$ cat src/rtl/instr_fetch.sv
// Instruction fetch sequencer: reads NB consecutive bytes from a byte-wide ROM
// with 1-cycle latency and assembles them little-endian into one instruction.
module instr_fetch #(
  parameter int ADDRESS_WIDTH = 8,
  parameter int DATA_WIDTH    = 32
) (
  input  logic                     clk,
  input  logic                     rst,
  input  logic                     fetch_req,
  input  logic [ADDRESS_WIDTH-1:0] fetch_addr,
  input  logic                     flush,
  output logic                     fetch_busy,
  output logic [ADDRESS_WIDTH-1:0] mem_addr,
  input  logic [7:0]               mem_rdata,
  output logic [DATA_WIDTH-1:0]    instr,
  output logic                     instr_valid,
  output logic                     instr_misaligned
);
  localparam int NB = DATA_WIDTH / 8;
  localparam int IW = (NB > 1) ? $clog2(NB) : 1;

  typedef enum logic [1:0] {IDLE, RD, LAST} state_t;

  state_t                   state, state_nx;
  logic [ADDRESS_WIDTH-1:0] base;
  logic [IW-1:0]            idx;
  logic                     misal_q;
  logic [NB-1:0][7:0]       instr_buf;
  logic [NB-1:0][7:0]       word;
  logic                     idx_last;

  assign idx_last = (idx == IW'(NB - 1));

  always_ff @(posedge clk) begin
    if (rst) state <= IDLE;
    else     state <= state_nx;
  end

  always_comb begin
    state_nx = state;
    if (flush) state_nx = IDLE;
    else begin
      case (state)
        IDLE:    if (fetch_req) state_nx = RD;
        RD:      if (idx_last)  state_nx = LAST;
        LAST:    state_nx = IDLE;
        default: state_nx = IDLE;
      endcase
    end
  end

  always_comb begin
    fetch_busy = (state != IDLE);
    mem_addr   = base + ADDRESS_WIDTH'(idx);
  end

  // Last byte is taken straight off the ROM bus in LAST, no extra buffer cycle.
  always_comb begin
    word         = instr_buf;
    word[NB-1]   = mem_rdata;
  end

  always_ff @(posedge clk) begin
    if (rst) begin
      base             <= '0;
      idx              <= '0;
      misal_q          <= 1'b0;
      instr_buf        <= '0;
      instr            <= '0;
      instr_valid      <= 1'b0;
      instr_misaligned <= 1'b0;
    end else begin
      instr_valid <= 1'b0;
      case (state)
        IDLE: if (fetch_req && !flush) begin
          base    <= fetch_addr;
          idx     <= '0;
          misal_q <= (fetch_addr[1:0] != 2'b00);
        end
        RD: begin
          // ROM data lags the address by one cycle: byte idx-1 arrives now.
          if (idx != '0) instr_buf[idx - 1'b1] <= mem_rdata;
          if (!idx_last) idx <= idx + 1'b1;
        end
        LAST: if (!flush) begin
          instr            <= word;
          instr_valid      <= 1'b1;
          instr_misaligned <= misal_q;
        end
        default: ;
      endcase
    end
  end
endmodule

$ cat config.mk
export PLATFORM = sky130hd
export DESIGN_NAME = instr_fetch
export DESIGN_NICKNAME = d
export VERILOG_FILES = /design/src/rtl/instr_fetch.sv
export SDC_FILE = /design/constraint.sdc
export NUM_CORES = 1
export LEC_CHECK = 0
export ABC_AREA = 1
export BUFFER_PORTS_ARGS = -buffer_cell sky130_fd_sc_hd__buf_4
export CORE_MARGIN = 5
export CORE_UTILIZATION = 55
export CTS_BUF_LIST = sky130_fd_sc_hd__clkbuf_16
export CTS_CLUSTER_DIAMETER = 80
export DETAILED_ROUTE_END_ITERATION = 6
export PLACE_DENSITY = 0.8
export RECOVER_POWER = 50
export SETUP_SLACK_MARGIN = 0.5
export SKIP_CTS_REPAIR_TIMING = 1
export SYNTH_ARGS = -nofsm -noshare
export SYNTH_HDL_FRONTEND = slang
export SYNTH_SLANG_ARGS = --single-unit
$ cat constraint.sdc
create_clock -name clk -period 3.5 [get_ports clk]
set_input_delay 0.7 -clock clk [delete_from_list [all_inputs] [get_ports clk]]
set_output_delay 0.7 -clock clk [all_outputs]
set_load 0.02 [all_outputs]
-- Word-level counts from Yosys, hierarchy flattened
Index checks and enable logic that the tools add are counted.
- flip-flop bits (word level): 79
- output and inout port bits: 43
- logic and storage cells: 50
- input bits: 20
- bitwise gates (word level): 2
- reduce and logical (&&, ||, !) cells: 15
- $lt $le $gt $ge: 2
- eq/ne operators: 7
- add/subtract/negate cells: 3
- multiplexer cells: 10
- operator list (cell ; number):
    bitwise mux 32 bit ; 1
    demux 8 bit (select 2 bit) ; 1
    adder 8 x 2 -> 8 bit ; 1
    2-to-1 mux 2 bit ; 4
    2-to-1 mux 8 bit ; 1
    inequality test 2 bit, second input constant ; 4
    one-hot mux 2 bit (2 select lines) ; 2
    AND reduction 2 bit ; 4
    nonzero test 2 bit ; 4
    == test 2 bit, second input constant ; 2
    OR reduction 2 bit ; 2
    < comparator 2 x 3 -> 1 bit, second input constant ; 1
    AND reduction 3 bit ; 1
    adder 2 x 1 -> 2 bit, second input constant ; 1
    == test 2 x 1 -> 1 bit, second input constant ; 1
    >= comparator 2 x 1 -> 1 bit, second input constant ; 1
    logical AND 1 bit ; 2
    logical NOT 2 bit ; 1
    inverter 1 bit ; 2
    subtractor 2 x 1 -> 2 bit, second input constant ; 1
    logical NOT 1 bit ; 1
    2-to-1 mux 1 bit ; 1

-- Depth between registers and ports, before layout
Gate-level depths: netlist of run 1.
- word-level depth: 6
- gate-level depth with buffers: 8
- gate-level depth less buffers: 7

-- Worst setup path before layout of run 1
OpenSTA, ideal clock, no wires.
- path kind: register -> output
- from: reg idx[0]
- to: out mem_addr[6]
- cell stages (with the launch flop): 6
- buffers on the path: 0
- data required time: 2.800 ns
- data arrival time: 1.444 ns
- path slack: 1.356 ns
- cell sequence: dfxtp_1 > ha_1 > fa_1 > nand3_1 > nor2_1 > xor2_1
- word-level cells in the longest chain between the ends: 1
- RTL lines (element ; RTL line ; RTL):
    start, declared ; 26 ; logic [IW-1:0] idx;
    start signal, assigned ; 83 ; if (!idx_last) idx <= idx + 1'b1;
    adder 8 x 2 -> 8 bit ; 54 ; mem_addr = base + ADDRESS_WIDTH'(idx);
    end, declared ; 13 ; output logic [ADDRESS_WIDTH-1:0] mem_addr,
Every way passes these cells.

-- Worst setup path after layout of run 1
Same ends and word-level chain as after synthesis.

==> results of run 1 <==
## through the flow
stage | std cells | hold slack, ns | setup WS, ns
final | 525 | 0.458 | 0.981
after CTS | 525 | 0.462 | 0.968
after global routing | 525 | 0.481 | 0.892
after floorplan | 400 | 0.440 | 1.36
after detailed placement | 509 | 0.455 | 1.27
after global placement | 509 | 0.451 | 1.34
## tightest hold or removal path: cells and delay by family, from the launching register on
kind	cells	cell delay (ns)
flip-flops	1	0.30
AND/OR/NAND/NOR	1	0.06
AO/OA/AOI/OAI	1	0.05
## cells in the mapped netlist, drive strengths merged
| cell type | instances | area, um^2 |
|---|---|---|
| inv | 22 | 82.6 |
| ha | 6 | 75.1 |
| clkbuf | 16 | 60.1 |
| xor2 | 4 | 35.0 |
| nand4 | 49 | 307 |
| a21oi | 45 | 225 |
| dfxtp | 71 | 1420 |
| clkinv | 3 | 11.3 |
| nand3 | 16 | 90.1 |
| nor2 | 63 | 259 |
| a21boi | 1 | 7.51 |
| buf | 11 | 57.6 |
| nand3b | 1 | 7.51 |
| fa | 1 | 20.0 |
| xnor2 | 1 | 8.76 |
| nand2 | 90 | 338 |
## report_power, final
group          internal [mW]  leakage, nW  switching (mW)
Combinational         0.0436        0.677          0.0889
Clock                  0.466        0.133           0.316
Sequential             0.818        0.573         0.00935
## layout make-up
class	instances	share of cell area, %
Inverter	25	2.62
Timing Repair Buffer	64	9.68
Multi-Input combinational cell	277	38.3
Sequential cell	71	39.7
Clock buffer	9	6.29
Tap cell	72	2.51
Clock inverter	7	0.908
## layer usage
metal	routed length [um]	track usage [%]	vias up
li1	-	-	1421
met1	3150	25.0	1278
met2	3210	33.0	84
met3	470	6.12	15
met4	159	10.2	0
met5	0	0	-
## logic make-up (layout without fill, tap and decap cells)
family,count (synthesis),in the layout,share of synthesized area [%]
flops,71,71,47.3
compound gates,46,46,7.74
buf+inv,52,105,7.04
fa+ha+maj,7,7,3.16
simple gates,219,219,33.3
xor+xnor,5,5,1.46
## registers in the layout, summed over array words and instances (netlist names)
signal            count
instr_valid           1
idx                   2
base                  8
instr_misaligned      1
misal_q               1
instr                32
instr_buf            24
state                 2
## worst paths after layout
kind | startpoint | end | slack [ns] | depth (start not counted)
max | idx[0] | mem_addr[6] | 0.98 | 6
min | instr[22] | instr[22] | 0.46 | 2
min reg2reg | instr[22] | instr[22] | 0.46 | 2
max reg2reg | state[0] | instr[10] | 1.48 | 4
==> flow_summary.yaml, run 1 <==
timing:
  rsz0062_at_grt: "no"
  min_period_over_period_pct: 72.0
  hold_viol_final: 0
  fmax_mhz: 397
  period_minus_slack_ns: 2.52
  fin_skew_ns: 0.00450
  worstMarginPinSlew_ns: 0.900
  report.final.setup_viol: 0
  tns_ns: 0
  max-slew-margin-rel_pct: 40.0
  maxSlewViolCount: 0
cts:
  clkSinkCount: 71
  worstSkewPairLatency_ns: 0.33
  cts_made_buffers: 9
  htreeDepth: 3
  cts_tree: "built"
  cts_buffer_depth: 2
  root_buffer: "clkbuf_16"
  clk_pin_slew_ns: 0.05
placement:
  dpl.hpwl_mm: 4.71
  placed_cell_area_mm2: 0.00346
  gp_congestion: 0.851
  io_buffers: 62
logic_synthesis:
  syn_nets: 427
  synth.avg_cell_area_um2: 7.51
  ys_warn_count: 0
  seq_area_frac_synth_pct: 47.3
  synth_cells: 400
  synth_area_mm2: 0.00301
  synth-seq-cells: 71
  synth_cell_type_count: 21
power_and_ir_drop:
  pwr_density_cell_mw_per_mm2: 486
  finalPower_mw: 1.74
  p_leak_nw: 1.38
  ir_drop_uv: 294
floorplan:
  ios: 63
  start_util_pct: 55.6
  rows: 27
  die-area_mm2: 0.00704
  fp.dieH_um: 83.9
  die_x_um: 83.9
  core_area_mm2: 0.00541
routing:
  drtPass1Iterations: 4
  avgViaCountPerCell: 5.33
  drt-initial-drc-count: 218
  drt-total-wl_mm: 6.99
  detail_route.wl_per_cell_um: 13.3
  ant_nets: 0
  num_vias: 2798
  drc: 0
finish:
  postLayoutCellArea_mm2: 0.00358
  final_util_pct: 66.3
  seq_area_mm2: 0.00142
  diodes: 0
  area_growth_pct: 19.2
  fillCellCount: 490
  multi_input_area_mm2: 0.00137
  final_nets: 475
  drive_above_1_share_pct: 11.0
  final_common_cell: "nand2_1"
  mostFrequentLayoutCells: "90 x nand2_1, 71 x dfxtp_1, 58 x nor2_1, 49 x nand4_1, 45 x a21oi_1"
min_path:
  hold_path_class: "flop to flop"
setup_path:
  crit_path_start_kind: "flop"
  end_kind: "primary output"
  worstPathRequired_ns: 2.80
  slowest_delay_ns: 0.41
  worstPathMaxFanout: 5
  cp.arrival_ns: 1.82
  slowest_stage: "fa_1"
  path_delay_family: "adder cells"
  cp.buffers_inverters: 1
  critical_path_class: "flop to primary output"
  path_cells: "ha_1 -> fa_1 -> nand3_1 -> nor2_1 -> xor2_1 -> buf_4"
global_routing:
  grt_overflow_total: 0
  grt_pass1_vias: 2666
  grt_pass1_wl_mm: 11.9
  antenna_found_initial: 0
  grt_max_degree: 45
  grtUsageTotal_pct: 20.5
job:
  cap_violations: 0
status:
  status: "finished clean"
Note: power is estimated with default switching activity, not from simulation.
==> run 2: changes to the inputs <==
CORE_UTILIZATION = 49   (was 55)
PLACE_DENSITY = 0.76   (was 0.8)
clock period = 2.2 ns   (was 3.5 ns; I/O delays follow)
==> run 2 against run 1 <==
Against the previous run: hold slack worse by 0.065 ns; register-to-register slack worse by 1.2 ns; non-clock buffer count up 7.
==> flow_summary.yaml, run 2 (synthesis gave the netlist of run 1 again) <==
status:
  status: "finished clean"
global_routing:
  grt_overflow_total: 0
  grt_pass1_vias: 2474
  grt_pass1_wl_mm: 11.7
  antenna_found_initial: 0
  grt_max_degree: 44
  grtUsageTotal_pct: 19.4
timing:
  rsz0062_at_grt: "yes"
  fin_skew_ns: 0.00682
  fmax_mhz: 461
  period_minus_slack_ns: 2.17
  layout_setup_ws_ns: 0.0286
  report.final.setup_viol: 0
  min_period_over_period_pct: 98.7
  holdWs_ns: 0.393
  worstMarginPinSlew_ns: 1.08
  hold_viol_final: 0
  maxSlewViolCount: 0
  max-slew-margin-rel_pct: 27.7
routing:
  drc: 0
  ant_nets: 0
  drt-total-wl_mm: 7.37
  drtPass1Iterations: 4
  num_vias: 2808
  avgViaCountPerCell: 5.26
  drt-initial-drc-count: 242
  detail_route.wl_per_cell_um: 13.8
placement:
  gp_congestion: 0.895
  dpl.hpwl_mm: 4.98
  dp_worst_setup_slack_ns: 0.349
  dp_cells: 517
  io_buffers: 62
job:
  cap_violations: 0
finish:
  top_regs: "instr x32, instr_buf x24, base x8"
  final_nets: 482
  diodes: 0
  mostFrequentLayoutCells: "90 x nand2_1, 68 x dfxtp_1, 58 x nor2_1, 49 x nand4_1, 45 x a21oi_1"
  area_growth_pct: 24.0
  largest-register: "instr"
  drive_above_1_share_pct: 13.9
  final_common_cell: "nand2_1"
  stdcell_count: 534
  largest_reg_flops: 32
  fillCellCount: 555
power_and_ir_drop:
  finalPower_mw: 2.91
  ir_drop_uv: 472
  p_leak_nw: 1.42
  pwr_density_cell_mw_per_mm2: 781
min_path:
  min_from: "fetch_addr[6]"
  whs_endpoint: "base[6]"
  hold_path_class: "input pin to flop"
  min_delay_path_depth: 3
floorplan:
  rows: 28
  ios: 63
  core_area_mm2: 0.00596
  fp.dieH_um: 88.3
  die_x_um: 88.3
  start_util_pct: 50.5
  die-area_mm2: 0.00780
setup_path:
  worstPathRequired_ns: 1.76
  worst-r2r-setup-slack_ns: 0.28
  worstPathMaxFanout: 3
  reg2reg_depth: 7
  crit_path_start_kind: "flop"
  worstReg2RegStart: "state[1]"
  end_kind: "primary output"
  cp.arrival_ns: 1.73
  rr_endpoint: "instr_buf[22]"
  critical_path_class: "flop to primary output"
cts:
  root_buffer: "clkbuf_16"
  clk_pin_slew_ns: 0.06
  worstSkewPairLatency_ns: 0.33
  cts_buffer_depth: 2
  clkSinkCount: 71
  cts_tree: "built"
  cts_made_buffers: 9
  htreeDepth: 3
[run 2: how the worst max path moves through the flow]
| stage | startpoint | endpoint | slack (ns) |
|---|---|---|---|
| 5_1_grt | idx[0] | mem_addr[2] | -0.02 |
| 2_1_floorplan | idx[0] | mem_addr[6] | 0.47 |
| 4_1_cts | idx[0] | mem_addr[6] | 0.002 |
| 3_3_place_gp | idx[0] | mem_addr[6] | 0.39 |
| 6_report | idx[0] | mem_addr[2] | 0.03 |
| 3_5_place_dp | idx[0] | mem_addr[6] | 0.35 |
[run 2: power breakdown]
group	total [mW]	internal, mW	leakage [nW]	switching, mW
logic	0.232	0.0820	0.704	0.150
registers	1.32	1.30	0.575	0.0163
clock network	1.36	0.856	0.140	0.507
total	2.91	2.24	1.42	0.673
[run 2: layout make-up]
| class | count | area [um^2] | area share, % |
|---|---|---|---|
| clock buffer | 9 | 225 | 6.04 |
| clock inverter | 6 | 52.6 | 1.41 |
| inverter | 25 | 93.8 | 2.52 |
| multi-input combinational | 277 | 1430 | 38.3 |
| sequential | 71 | 1430 | 38.4 |
| tap | 75 | 93.8 | 2.52 |
| timing repair buffer | 71 | 405 | 10.9 |
[run 2: per-layer routing]
metal / routed length (um) / track usage, %
met2: 3370 / 29.2
met5: 0 / 0
met1: 3260 / 25.6
met3: 566 / 5.59
met4: 170 / 9.07
[run 2: per-stage QoR]
step / TNS [ns] / utilization, % / cell area [um^2]
floorplan: 0 / - / 3040
global placement: 0 / 59.3 / 3530
detailed placement: 0 / 59.3 / 3530
CTS: 0 / 64.0 / 3810
global route: -0.0245 / 62.6 / 3730
finish: 0 / 62.6 / 3730
[run 2: worst max-delay path, stage by stage (launching register included)]
cell and delay [ns]:
dfxtp_4 0.35, ha_4 0.17, fa_2 0.42, buf_4 0.15, xor2_1 0.15, buf_4 0.17
